File: src/rtl/sar_adc_ctrl.sv
// Successive-approximation ADC controller: track/hold sampling, one DAC trial per bit,
// result capture with one-cycle done, overrun flagging and abort.
module sar_adc_ctrl #(
    parameter int WIDTH         = 8,
    parameter int SAMPLE_CYCLES = 2,
    parameter int SETTLE_CYCLES = 2
) (
    input  logic             clk,
    input  logic             rst,
    input  logic             start,
    input  logic             abort,
    input  logic             cmp_in,
    output logic             sample_hold,
    output logic [WIDTH-1:0] dac_code,
    output logic             busy,
    output logic             done,
    output logic [WIDTH-1:0] result,
    output logic             overrun
);

    localparam int MAX_CYCLES = (SAMPLE_CYCLES > SETTLE_CYCLES) ? SAMPLE_CYCLES : SETTLE_CYCLES;
    localparam int CNT_W      = $clog2(MAX_CYCLES + 1);
    localparam int BIT_W      = $clog2(WIDTH);

    localparam logic [CNT_W-1:0] SAMPLE_LOAD = CNT_W'(SAMPLE_CYCLES - 1);
    localparam logic [CNT_W-1:0] SETTLE_LOAD = CNT_W'(SETTLE_CYCLES - 1);
    localparam logic [CNT_W-1:0] CNT_ONE     = CNT_W'(1);
    localparam logic [BIT_W-1:0] MSB_IDX     = BIT_W'(WIDTH - 1);
    localparam logic [BIT_W-1:0] BIT_ONE     = BIT_W'(1);
    localparam logic [WIDTH-1:0] CODE_ONE    = WIDTH'(1);

    typedef enum logic [1:0] {
        IDLE,
        SAMPLE,
        TRIAL,
        DONE
    } state_t;

    state_t           state, state_nx;
    logic [CNT_W-1:0] cnt, cnt_nx;
    logic [BIT_W-1:0] bit_idx, bit_nx;
    logic [WIDTH-1:0] dac_nx, result_nx, kept_code;
    logic             sample_hold_nx, busy_nx, done_nx, overrun_nx;

    // NOTE: every comb output gets a default first so no path can infer a latch.
    always_comb begin
        state_nx       = state;
        cnt_nx         = cnt;
        bit_nx         = bit_idx;
        dac_nx         = dac_code;
        result_nx      = result;
        sample_hold_nx = 1'b0;
        busy_nx        = 1'b0;
        done_nx        = 1'b0;
        overrun_nx     = 1'b0;
        kept_code      = dac_code;
        kept_code[bit_idx] = cmp_in;

        case (state)
            IDLE, DONE: begin
                dac_nx = '0;
                if (start) begin
                    state_nx       = SAMPLE;
                    cnt_nx         = SAMPLE_LOAD;
                    sample_hold_nx = 1'b1;
                    busy_nx        = 1'b1;
                end else begin
                    state_nx = IDLE;
                end
            end

            SAMPLE: begin
                if (abort) begin
                    state_nx = IDLE;
                    dac_nx   = '0;
                end else begin
                    busy_nx    = 1'b1;
                    overrun_nx = start;
                    if (cnt == '0) begin
                        state_nx = TRIAL;
                        cnt_nx   = SETTLE_LOAD;
                        bit_nx   = MSB_IDX;
                        dac_nx   = CODE_ONE << MSB_IDX;
                    end else begin
                        cnt_nx         = cnt - CNT_ONE;
                        sample_hold_nx = 1'b1;
                    end
                end
            end

            TRIAL: begin
                if (abort) begin
                    state_nx = IDLE;
                    dac_nx   = '0;
                end else begin
                    overrun_nx = start;
                    busy_nx    = 1'b1;
                    if (cnt != '0) begin
                        cnt_nx = cnt - CNT_ONE;
                    end else if (bit_idx == '0) begin
                        state_nx  = DONE;
                        result_nx = kept_code;
                        dac_nx    = '0;
                        done_nx   = 1'b1;
                        busy_nx   = 1'b0;
                    end else begin
                        // Decided bits stay in dac_code; the next lower bit is tried on top of them.
                        bit_nx = bit_idx - BIT_ONE;
                        cnt_nx = SETTLE_LOAD;
                        dac_nx = kept_code | (CODE_ONE << (bit_idx - BIT_ONE));
                    end
                end
            end

            default: begin
                state_nx = IDLE;
                dac_nx   = '0;
            end
        endcase
    end

    // NOTE: sequential state uses non-blocking assignments so all flops update together.
    always_ff @(posedge clk or posedge rst) begin
        if (rst) begin
            state       <= IDLE;
            cnt         <= '0;
            bit_idx     <= '0;
            dac_code    <= '0;
            result      <= '0;
            sample_hold <= 1'b0;
            busy        <= 1'b0;
            done        <= 1'b0;
            overrun     <= 1'b0;
        end else begin
            state       <= state_nx;
            cnt         <= cnt_nx;
            bit_idx     <= bit_nx;
            dac_code    <= dac_nx;
            result      <= result_nx;
            sample_hold <= sample_hold_nx;
            busy        <= busy_nx;
            done        <= done_nx;
            overrun     <= overrun_nx;
        end
    end

endmodule

File: config.mk
export PLATFORM = sky130hd
export DESIGN_NAME = sar_adc_ctrl
export DESIGN_NICKNAME = d
export VERILOG_FILES = /design/src/rtl/sar_adc_ctrl.sv
export SDC_FILE = /design/constraint.sdc
export NUM_CORES = 1
export LEC_CHECK = 0
export BUFFER_PORTS_ARGS = -buffer_cell sky130_fd_sc_hd__buf_2
export CORE_ASPECT_RATIO = 0.9
export CORE_UTILIZATION = 30
export CTS_CLUSTER_DIAMETER = 80
export CTS_CLUSTER_SIZE = 10
export DETAILED_ROUTE_END_ITERATION = 8
export MAX_ROUTING_LAYER = met4
export SYNTH_ARGS = -nofsm -noshare
export SYNTH_HDL_FRONTEND = slang
export SYNTH_SLANG_ARGS = --single-unit
File: constraint.sdc
create_clock -name clk -period 4.35 [get_ports clk]
set_input_delay 0.2175 -clock clk [delete_from_list [all_inputs] [get_ports clk]]
set_output_delay 0.2175 -clock clk [all_outputs]
set_load 0.01 [all_outputs]
**After elaboration in Yosys (flattened, before gate mapping)**

Cells that the tools add are included.

- Bitwise gates (word level): 3
- Muxes and demuxes: 44
- Reduce and logical (&&, ||, !) cells: 13
- Magnitude comparators: 2
- Shift operators: 1
- Add/subtract/negate cells: 2
- Eq/ne operators: 13

Operator list:

| cell | number |
|---|---|
| 8-bit two-way mux | 5 |
| 8-bit case mux with 3 select lines | 1 |
| 2-bit two-way mux | 11 |
| 1-bit two-way mux | 15 |
| 3-bit two-way mux | 5 |
| 2-bit inequality test (second input constant) | 6 |
| 3-bit inequality test (second input constant) | 4 |
| 2-bit case mux with 3 select lines | 2 |
| 8-bit bitwise mux | 1 |
| 8-bit bitwise OR | 1 |
| 4-bit AND reduction | 2 |
| 1-bit by 3-bit left shift with 8-bit output (first input constant) | 1 |
| 3-bit case mux with 2 select lines | 1 |
| 6-bit AND reduction | 1 |
| 2-bit == test (second input constant) | 2 |
| 2-bit logical NOT | 2 |
| 3-bit by 4-bit less-than comparator with 1-bit output (second input constant) | 1 |
| 2-bit nonzero test | 2 |
| 2-bit OR reduction | 2 |
| 1-bit demux with 3-bit select | 1 |
| 3-bit by 1-bit greater-or-equal comparator with 1-bit output (second input constant) | 1 |
| 3-bit logical NOT | 1 |
| 1-bit case mux with 3 select lines | 1 |
| 3-bit AND reduction | 1 |
| 7 further kinds | 8 |

- Input port bits: 5
- Register bits after elaboration: 27
- Output and inout bits: 20
- Word-level logic and storage cells: 87

**Longest topological paths before layout**

Gate-level depths: netlist (run 1).

- Depth after elaboration: 10
- Gate-level depth with buffers: 7
- Gate-level depth less buffers: 5

**Worst setup path before layout (run 1)**

OpenSTA, ideal clock, no wires.

- Path kind: register to register
- From: register bit_idx[0]
- To: register result[0]
- Required time: 4.225 ns
- Buffers on the path: 2
- Cell stages (with the launch flop): 8
- Slack: 2.125 ns
- Setup time: 0.125 ns
- Arrival time: 2.100 ns
- Period minus slack after synthesis: 2.225 ns
- Cells stage by stage: dfrtp_1 -> clkbuf_1 -> inv_1 -> ha_1 -> or4b_4 -> nor3b_2 -> buf_6 -> mux2_2

- Cells in the longest elaborated chain, start to end: 5
- Elaborated cells between the ends (all ways): 8
- Classes of those cells: order compare: 2; mux: 3; reduce/logical: 3

Ends and longest elaborated chain:

| what | RTL line | RTL |
|---|---|---|
| start, declared | 41 | `logic [BIT_W-1:0] bit_idx, bit_nx;` |
| start signal, assigned | 137 | `bit_idx <= bit_nx;` |
| 3-bit by 4-bit less-than comparator with 1-bit output (implied by the code) / 3-bit by 1-bit greater-or-equal comparator with 1-bit output (equally long branches) | 57 | `kept_code[bit_idx] = cmp_in;` |
| 1-bit logical AND (implied by the code) | 57 |  |
| 1-bit two-way mux (implied by the code) | 57 |  |
| 1-bit demux with 3-bit select | 57 |  |
| 8-bit bitwise mux | 57 |  |
| end signal, assigned | 139 | `result <= result_nx;` |
| end, declared | 17 | `output logic [WIDTH-1:0] result,` |

Parallel ways exist; a longest one is shown, timed or not.
A chain may end at the register's enable or synchronous reset.

**Final worst setup path (run 1)**

- From: register bit_idx[1]
- To: register result[3]

Same word-level chain as after synthesis.

==> flow_metrics.py, run 1 <==
metrics = {
    "sta": {
        "tightest_slew_ns": 1.01,
        "rsz0062_at_grt": "no",
        "period_share_pct": 63.3,
        "fmax_mhz": 363,
        "report.final.setup_viol": 0,
        "setup-tns-final_ns": 0,
        "slew_headroom_pct": 32.3,
        "slew_viol_final": 0,
        "hold_viol_final": 0,
        "fin_skew_ns": 0.00438,
        "fin_crit_ns": 2.75,
    },
    "global_route": {
        "grt_max_degree": 28,
        "grt_pass1_wl_mm": 5.82,
        "grt.busiest_layer": "met2",
        "grt-ovfl-total": 0,
        "use_met1_pct": 19.5,
        "antenna_found_initial": 0,
        "use_met2_pct": 20.1,
        "grt_pass1_vias": 1153,
        "track_usage_pct": 13.8,
        "met3_usage_pct": 1.94,
    },
    "job": {
        "drv_cap": 0,
    },
    "yosys": {
        "syn_avg_cell_area_um2": 10.5,
        "yosys_register_bits": 27,
        "async_reset_ff_share_pct": 100,
        "synth_warnings": 0,
        "mappedNetlistNets": 164,
        "synth_edf_count": 0,
        "netlist_area_um2": 1600,
        "synth-seq-area-share_pct": 42.3,
        "synthCells": 152,
        "ys.flop_type": "dfrtp_1",
        "synth.distinct_cells": 42,
    },
    "worst_setup_path": {
        "cp.buffers_inverters": 1,
        "slowest_stage": "nor3b_2",
        "crit_path_end_kind": "register",
        "cp_top_family": "simple AND/OR/NAND/NOR gates",
        "rr_endpoint": "result[3]",
        "cp-start-kind": "register",
        "max_stage_delay_ns": 0.68,
        "r2r_cells": 5,
        "critPathKind": "register to register",
        "required_ns": 4.52,
        "path_max_fanout": 20,
        "crit_arrival_ns": 2.92,
        "timing.rr.start": "bit_idx[1]",
        "regToRegSetupSlack_ns": 1.60,
        "worstPathCellList": "inv_1, ha_1, or4b_4, nor3b_2, mux2_2",
    },
    "placement": {
        "placed_cell_area_um2": 1750,
        "dp_hpwl_mm": 2.44,
        "io_buffers": 24,
        "gp_congestion": 0.795,
    },
    "floorplanning": {
        "start_util_pct": 32.0,
        "coreArea_um2": 4980,
        "fp.dieH_um": 71.2,
        "num_rows": 24,
        "chipWidth_um": 78.9,
        "ios": 25,
        "dieArea_um2": 5620,
    },
    "route": {
        "vias": 1249,
        "drtIter0Drc": 63,
        "drt-vias-per-instance": 5.31,
        "routedWlPerCell_um": 14.9,
        "drc": 0,
        "totalWireLength_mm": 3.51,
        "postRouteAntennaNets": 0,
        "first_pass_iters": 4,
    },
    "finish": {
        "final_nets": 183,
        "syn2layout_area_growth_pct": 12.5,
        "fin_area_um2": 1800,
        "final_common_cell": "dfrtp_1",
        "layout_common_cells": "dfrtp_1, buf_2, inv_1",
        "drive_above_1_share_pct": 27.1,
        "diodes": 0,
    },
    "clock_network": {
        "ctsResizeCount": 0,
        "cts_setup_buffers": 0,
        "cts_max_level": 1,
        "clock_latency_ns": 0.27,
        "cts_tree": "built",
        "cts-root-buf": "clkbuf_8",
        "clockBufferDepth": 2,
        "clk_pin_slew_ns": 0.10,
        "holdBufCountCts": 0,
        "cts_sinks": 27,
        "cts_made_buffers": 3,
    },
    "power_and_ir_drop": {
        "leakage_nw": 0.912,
        "vdd_drop_max_mv": 0.144,
        "power_density_nw_per_um2": 371,
    },
    "worst_hold_path": {
        "hold_path.class": "primary input to asynchronous set/reset pin",
    },
    "status": {
        "outcome": "completed",
    },
}
## per-layer routing
layer,share of wire [%],vias to the layer above
li1,-,611
met1,53,611
met2,43,23
met3,2.6,4
met4,1.4,0
met5,0,-
## power by group
part | leakage [nW] | internal, W | total (W) | switching (W)
Sequential | 0.353 | 0.000275 | 0.000296 | 0.0000210
Combinational | 0.533 | 0.0000857 | 0.000226 | 0.000140
Clock | 0.0255 | 0.0000643 | 0.000146 | 0.0000816
Total | 0.912 | 0.000425 | 0.000667 | 0.000242
## flip-flops by register name, summed over array words and instances (netlist names), 2 cells and up
register	flops
bit_idx	3
cnt	2
dac_code	8
result	8
state	2
## worst reg2reg max path: stages, from the launching register on
cell and delay (ns):
dfrtp_1 0.59, inv_1 0.20, ha_1 0.27, or4b_4 0.51
nor3b_2 0.68, mux2_2 0.41
## worst max path at each step
stage                     cells past startpoint  slack [ns]       start         to
after floorplan                               7        2.13  bit_idx[0]  result[0]
final                                         5        1.60  bit_idx[1]  result[3]
after CTS                                     5        1.59  bit_idx[1]  result[3]
after detailed placement                      5        1.59  bit_idx[1]  result[7]
after global routing                          5        1.42  bit_idx[1]  result[4]
after global placement                        5        1.64  bit_idx[0]  result[5]
## synth_stat cells, drive strengths merged (2+ instances only)
library cell	number	area [um2]
dfrtp	27	676
inv	11	41.3
mux2	10	113
a21o	9	67.6
a221oi	9	78.8
nand3	9	45.0
o21ai	9	45.0
clkbuf	7	26.3
ha	7	87.6
a21oi	4	20.0
and4b	3	30.0
buf	3	21.3
nand3b	3	22.5
nor4bb	3	30.0
o31ai	3	22.5
or3b	3	26.3
a211oi	2	15.0
a21boi	2	15.0
nand4	2	12.5
nor2	2	7.51
nor3	2	10.0
o31a	2	17.5
or2	2	12.5
## cell families (layout without fill, tap and decap cells)
family                   Yosys count  count (layout)  synth area share [%]
flip-flops                        27              27                  42.3
buffers and inverters             21              39                  5.56
multiplexers                      11              11                  7.68
AO/OA/AOI/OAI                     48              48                  21.7
adder cells (fa/ha/maj)            7               7                  5.49
AND/OR/NAND/NOR                   36              36                  16.1
XOR/XNOR                           2               2                  1.10
## metrics by stage
step / total power [W] / hold WS [ns] / utilization (%) / setup slack, ns / std cells
after CTS: 0.000670 / 0.189 / 36.0 / 1.59 / 235
after floorplan: 0.000465 / 0.270 / - / 2.13 / 152
after global placement: 0.000523 / 0.477 / 35.1 / 1.64 / 231
after global routing: 0.000711 / 0.204 / 36.0 / 1.42 / 235
final: 0.000667 / 0.163 / 36.0 / 1.60 / 235
after detailed placement: 0.000526 / 0.480 / 35.1 / 1.59 / 231
## final cells by class
cell class | instances | area (um2)
flip-flops and latches | 27 | 676
multi-input cells | 104 | 832
well taps | 65 | 81.3
inverters | 11 | 41.3
clock buffers | 3 | 41.3
fillers | 536 | 3190
clock inverters | 1 | 5.00
repair buffers | 24 | 120
Note: power is estimated with default switching activity, not from simulation.
==> run 2: changes to the inputs <==
Settings changed: ABC_AREA set to 1.
Clock period 4.35 ns to 2.8 ns, I/O delays scaled along.
==> run 2 against run 1 <==
  * Worst hold slack worse by 0.068 ns
  * Die area is 2.4% higher
  * Highest routed layer unchanged
  * Synthesized area is 2.4% higher
  * Sequential power is 96% higher
  * First-iteration DRC count is 56% higher
  * Clock skew is 0.0020 ns lower
  * Critical path depth is 3 higher
  * Critical endpoint is now result[7]
  * Via count is 15% higher
  * Combinational power grew to 3.6 times the previous value
  * Cell area is 2.7% higher
  * Power is 140% higher
==> flow_metrics.py, run 2 <==
metrics = {
    "route": {
        "vias": 1435,
        "postRouteAntennaNets": 0,
        "drt-vias-per-instance": 4.51,
        "drc": 0,
        "drtIter0Drc": 98,
        "totalWireLength_mm": 3.40,
        "routedWlPerCell_um": 10.7,
        "first_pass_iters": 4,
    },
    "worst_setup_path": {
        "crit_path_end_kind": "register",
        "regToRegSetupSlack_ns": 0.75,
        "cp-start-kind": "register",
        "path_max_fanout": 13,
        "timing.rr.start": "bit_idx[0]",
        "crit_arrival_ns": 2.22,
        "critPathKind": "register to register",
        "required_ns": 2.97,
        "r2r_cells": 8,
        "rr_endpoint": "result[7]",
    },
    "yosys": {
        "synth_edf_count": 0,
        "synth_top_cell_area_share_pct": 41.3,
        "synthCells": 228,
        "ys_top_cells_by_count": "nand2_1, dfrtp_1, nand3_1",
        "netlist_area_um2": 1640,
        "yosys.area.top_type": "dfrtp_1",
        "synth.distinct_cells": 22,
        "async_reset_ff_share_pct": 100,
        "synth_warnings": 0,
        "mappedNetlistNets": 240,
        "ys.flop_type": "dfrtp_1",
        "synth_area_leaders": "dfrtp_1, nand2_1, nand3_1",
        "syn_avg_cell_area_um2": 7.17,
        "yosysMostFrequentCell": "nand2_1",
        "synth-seq-area-share_pct": 41.3,
        "yosys_register_bits": 27,
    },
    "sta": {
        "report.final.setup_viol": 0,
        "whs_ns": 0.0955,
        "fin_crit_ns": 2.05,
        "slew_viol_final": 0,
        "rsz0062_at_grt": "no",
        "fmax_mhz": 488,
        "slew_headroom_pct": 32.4,
        "period_share_pct": 73.2,
        "fin_ws_ns": 0.750,
        "hold_viol_final": 0,
        "fin_skew_ns": 0.00234,
        "setup-tns-final_ns": 0,
        "tightest_slew_ns": 1.01,
    },
    "clock_network": {
        "cts_sinks": 27,
        "clk_pin_slew_ns": 0.09,
        "clock_latency_ns": 0.27,
        "holdBufCountCts": 0,
        "cts_setup_buffers": 0,
        "cts_tree": "built",
        "cts_max_level": 1,
        "ctsResizeCount": 0,
        "cts_made_buffers": 3,
        "cts-root-buf": "clkbuf_8",
        "clockBufferDepth": 2,
    },
    "finish": {
        "multi_input_area_um2": 821,
        "seq_area_um2": 676,
        "final-instance-count-excl-fill": 318,
        "diodes": 0,
        "final_common_cell": "nand2_1",
        "nFillCells": 567,
        "top_regs": "dac_code (8), result (8), bit_idx (3)",
        "final_nets": 264,
        "drive_above_1_share_pct": 18.7,
        "layout_common_cells": "nand2_1, dfrtp_1, buf_2",
        "syn2layout_area_growth_pct": 12.9,
    },
    "floorplanning": {
        "fp.dieH_um": 72.0,
        "num_rows": 25,
        "chipWidth_um": 79.8,
        "coreArea_um2": 5260,
        "start_util_pct": 31.1,
        "ios": 25,
        "dieArea_um2": 5750,
    },
    "global_route": {
        "grt_pass1_vias": 1299,
        "grt-ovfl-total": 0,
        "antenna_found_initial": 0,
        "grt_max_degree": 28,
        "track_usage_pct": 13.9,
        "grt_pass1_wl_mm": 6.05,
    },
    "placement": {
        "gp_congestion": 0.896,
        "io_buffers": 24,
        "place_ws_ns": 0.782,
        "dp_hpwl_mm": 2.60,
        "place_inst": 314,
    },
    "power_and_ir_drop": {
        "power_density_nw_per_um2": 879,
        "leakage_nw": 1.07,
        "totalPowerFinal_w": 0.00162,
        "vdd_drop_max_mv": 0.292,
    },
    "worst_hold_path": {
        "hold_path.class": "primary input to asynchronous set/reset pin",
    },
    "status": {
        "outcome": "completed",
    },
    "job": {
        "drv_cap": 0,
    },
}
## run 2: cell count changes after synthesis, sizes merged, moves of 9 or more
cell,before,now
mux2,10,0
a221oi,9,0
inv,11,24
nand3,9,24
nand2,1,104
a21o,9,0
nor2,2,16
## run 2: where the power goes
part / internal [W] / switching (W)
registers: 0.000467 / 0.000114
logic: 0.000275 / 0.000543
clock network: 0.0000998 / 0.000125
## run 2: worst max-delay path by stage
stage,slack (ns),start,cells past startpoint,endpoint
after detailed placement,0.78,bit_idx[0],8,result[5]
after CTS,0.76,bit_idx[0],8,result[7]
after floorplan,1.22,bit_idx[1],9,result[0]
after global placement,0.90,bit_idx[0],8,result[6]
after global routing,0.54,bit_idx[0],8,result[7]
final,0.75,bit_idx[0],8,result[7]
## run 2: through the flow
stage                     utilization (%)  instance area (um2)
after floorplan                         -                 1640
after global placement               34.2                 1800
after detailed placement             34.2                 1800
after CTS                            35.1                 1850
after global routing                 35.1                 1850
final                                35.1                 1850
## run 2: logic make-up (layout without fill, tap and decap cells)
group,after synthesis,count (layout),synth area share [%]
adder cells (fa/ha/maj),7,7,5.36
buffers and inverters,31,54,8.49
AO/OA/AOI/OAI,10,10,3.67
AND/OR/NAND/NOR,153,153,41.2
flip-flops,27,27,41.3
## run 2: area by class of cell
cell class / count / share of cell area [%]
clock inverters: 1 / 0.271
multi-input cells: 170 / 44.5
well taps: 67 / 4.54
clock buffers: 3 / 2.24
inverters: 26 / 5.36
repair buffers: 24 / 6.51
flip-flops and latches: 27 / 36.6
## run 2: routing by layer
layer	part of all wire [%]	wire [um]	track usage, %	vias up
met5	0	0	-	-
met4	1.4	46	5.36	0
met3	3.1	106	2.01	6
met2	42	1440	20.9	23
met1	53	1810	19.0	638
li1	-	-	-	768
## run 2: worst max-delay path: stages (launching register included)
cell      delay, ns
dfrtp_1        0.59
clkinv_1       0.37
ha_1           0.38
nand3_2        0.11
nor2_2         0.05
nand2_2        0.21
inv_2          0.11
nand2_1        0.08
nand2_1        0.05
==> run 3: changes to the inputs <==
Clock period 2.8 ns to 1.95 ns, I/O delays scaled along.
==> run 3 against run 2 <==
  * Combinational power grew 65%
  * Largest cell class unchanged
  * First-iteration DRC count shrank 3.1%
  * Clock skew down 0.00061 ns
  * Sequential power increased by 27%
==> flow_metrics.py, run 3 (synthesized netlist as in run 2, its figures left out) <==
metrics = {
    "route": {
        "drtIter0Drc": 95,
        "first_pass_iters": 4,
        "postRouteAntennaNets": 0,
        "drc": 0,
        "drt-vias-per-instance": 4.62,
        "vias": 1496,
        "routedWlPerCell_um": 10.9,
        "totalWireLength_mm": 3.54,
    },
    "sta": {
        "slew_viol_final": 0,
        "period_share_pct": 85.2,
        "fmax_mhz": 602,
        "fin_crit_ns": 1.66,
        "setup-tns-final_ns": 0,
        "slew_headroom_pct": 76.9,
        "report.final.setup_viol": 0,
        "tightest_slew_ns": 0.346,
        "hold_viol_final": 0,
        "rsz0062_at_grt": "no",
        "fin_skew_ns": 0.00174,
    },
    "finish": {
        "top_regs": "dac_code (8), result (8), bit_idx (3)",
        "diodes": 0,
        "multi_input_area_um2": 821,
        "final_core_util_pct": 36.0,
        "final_nets": 270,
        "syn2layout_area_growth_pct": 15.7,
        "seq_area_um2": 676,
        "nFillCells": 577,
        "layout_common_cells": "nand2_1, dfrtp_1, buf_2",
        "final_common_cell": "nand2_1",
        "drive_above_1_share_pct": 19.8,
    },
    "clock_network": {
        "clock_latency_ns": 0.27,
        "cts_sinks": 27,
        "cts_max_level": 1,
        "cts-root-buf": "clkbuf_8",
        "ctsResizeCount": 0,
        "clk_pin_slew_ns": 0.09,
        "cts_tree": "built",
        "clockBufferDepth": 2,
        "cts_setup_buffers": 0,
        "cts_made_buffers": 3,
        "holdBufCountCts": 1,
    },
    "worst_setup_path": {
        "required_ns": 2.16,
        "max_stage_delay_ns": 0.40,
        "slowest_stage": "dfrtp_1",
        "regToRegSetupSlack_ns": 0.29,
        "rr_endpoint": "dac_code[7]",
        "timing.rr.start": "state[0]",
        "crit_arrival_ns": 1.88,
        "crit_path_end_kind": "register",
        "worstPathCellList": "inv_1, ha_1, inv_1, nor2_4, nand4_1, inv_1, nand2_1, nand2_1",
        "cp-start-kind": "register",
        "path_max_fanout": 9,
        "critPathKind": "register to register",
        "cp_common_cell": "inv_1",
        "r2r_cells": 8,
    },
    "placement": {
        "io_buffers": 24,
        "dp_hpwl_mm": 2.66,
        "gp_congestion": 0.838,
    },
    "floorplanning": {
        "chipWidth_um": 79.8,
        "coreArea_um2": 5260,
        "ios": 25,
        "fp.dieH_um": 72.0,
        "num_rows": 25,
        "dieArea_um2": 5750,
        "start_util_pct": 31.1,
    },
    "global_route": {
        "grt_pass1_wl_mm": 6.04,
        "grt_max_degree": 28,
        "track_usage_pct": 13.9,
        "antenna_found_initial": 0,
        "grt_pass1_vias": 1354,
        "grt-ovfl-total": 0,
    },
    "worst_hold_path": {
        "hold_path.class": "primary input to register",
        "min_path_cells": 3,
        "hold_end": "overrun",
        "hold_start": "start",
    },
    "power_and_ir_drop": {
        "leakage_nw": 1.10,
        "power_density_nw_per_um2": 1270,
        "vdd_drop_max_mv": 0.430,
    },
    "job": {
        "drv_cap": 0,
    },
    "status": {
        "outcome": "completed",
    },
}
-- run 3: changes by cell type in the layout (fill, tap and decap cells not counted), sizes merged --
cell         previous run  this run
dlygate4sd3             0         1
clkbuf                  3         4
buf                    24        29
clkinv                  3         2
-- run 3: where the power goes --
part | switching, W | internal [W] | total [W]
Clock | 0.000173 | 0.000146 | 0.000320
Combinational | 0.000902 | 0.000451 | 0.00135
Sequential | 0.0000636 | 0.000672 | 0.000735
-- run 3: cell type report --
| class | count | area share [%] |
|---|---|---|
| inverters | 26 | 5.22 |
| flip-flops and latches | 27 | 35.7 |
| multi-input cells | 170 | 43.4 |
| repair buffers | 30 | 8.86 |
| well taps | 67 | 4.43 |
| clock buffers | 4 | 2.38 |
-- run 3: worst max path at each step --
| stage | startpoint | endpoint | slack, ns | depth (start not counted) |
|---|---|---|---|---|
| finish | state[0] | dac_code[7] | 0.29 | 8 |
| global route | state[0] | dac_code[7] | 0.14 | 8 |
| CTS | state[0] | dac_code[7] | 0.30 | 8 |
| detailed placement | state[0] | dac_code[7] | 0.34 | 8 |
| global placement | state[0] | dac_code[7] | 0.37 | 8 |
| floorplan | bit_idx[1] | result[0] | 0.37 | 9 |
-- run 3: metal layers --
metal	track usage [%]	share of wire (%)
met4	4.17	1.1
met3	1.89	3.9
met1	17.3	49
met2	23.4	46
met5	-	0
-- run 3: worst max-delay path, delay by kind of cell (launching register included) --
kind	cells	cell delay, ns
flops	1	0.40
buf+inv	3	0.44
fa+ha+maj	1	0.36
simple gates	4	0.42
-- run 3: per-stage QoR --
stage,total power [W],area [um2],hold slack [ns],worst slack (ns),instances
after floorplan,0.00177,1640,0.150,0.370,228
after global placement,0.00209,1840,0.175,0.366,319
after detailed placement,0.00209,1840,0.181,0.340,319
after CTS,0.00243,1890,0.0616,0.297,324
after global routing,0.00265,1890,0.0727,0.139,324
final,0.00241,1890,0.0627,0.288,324
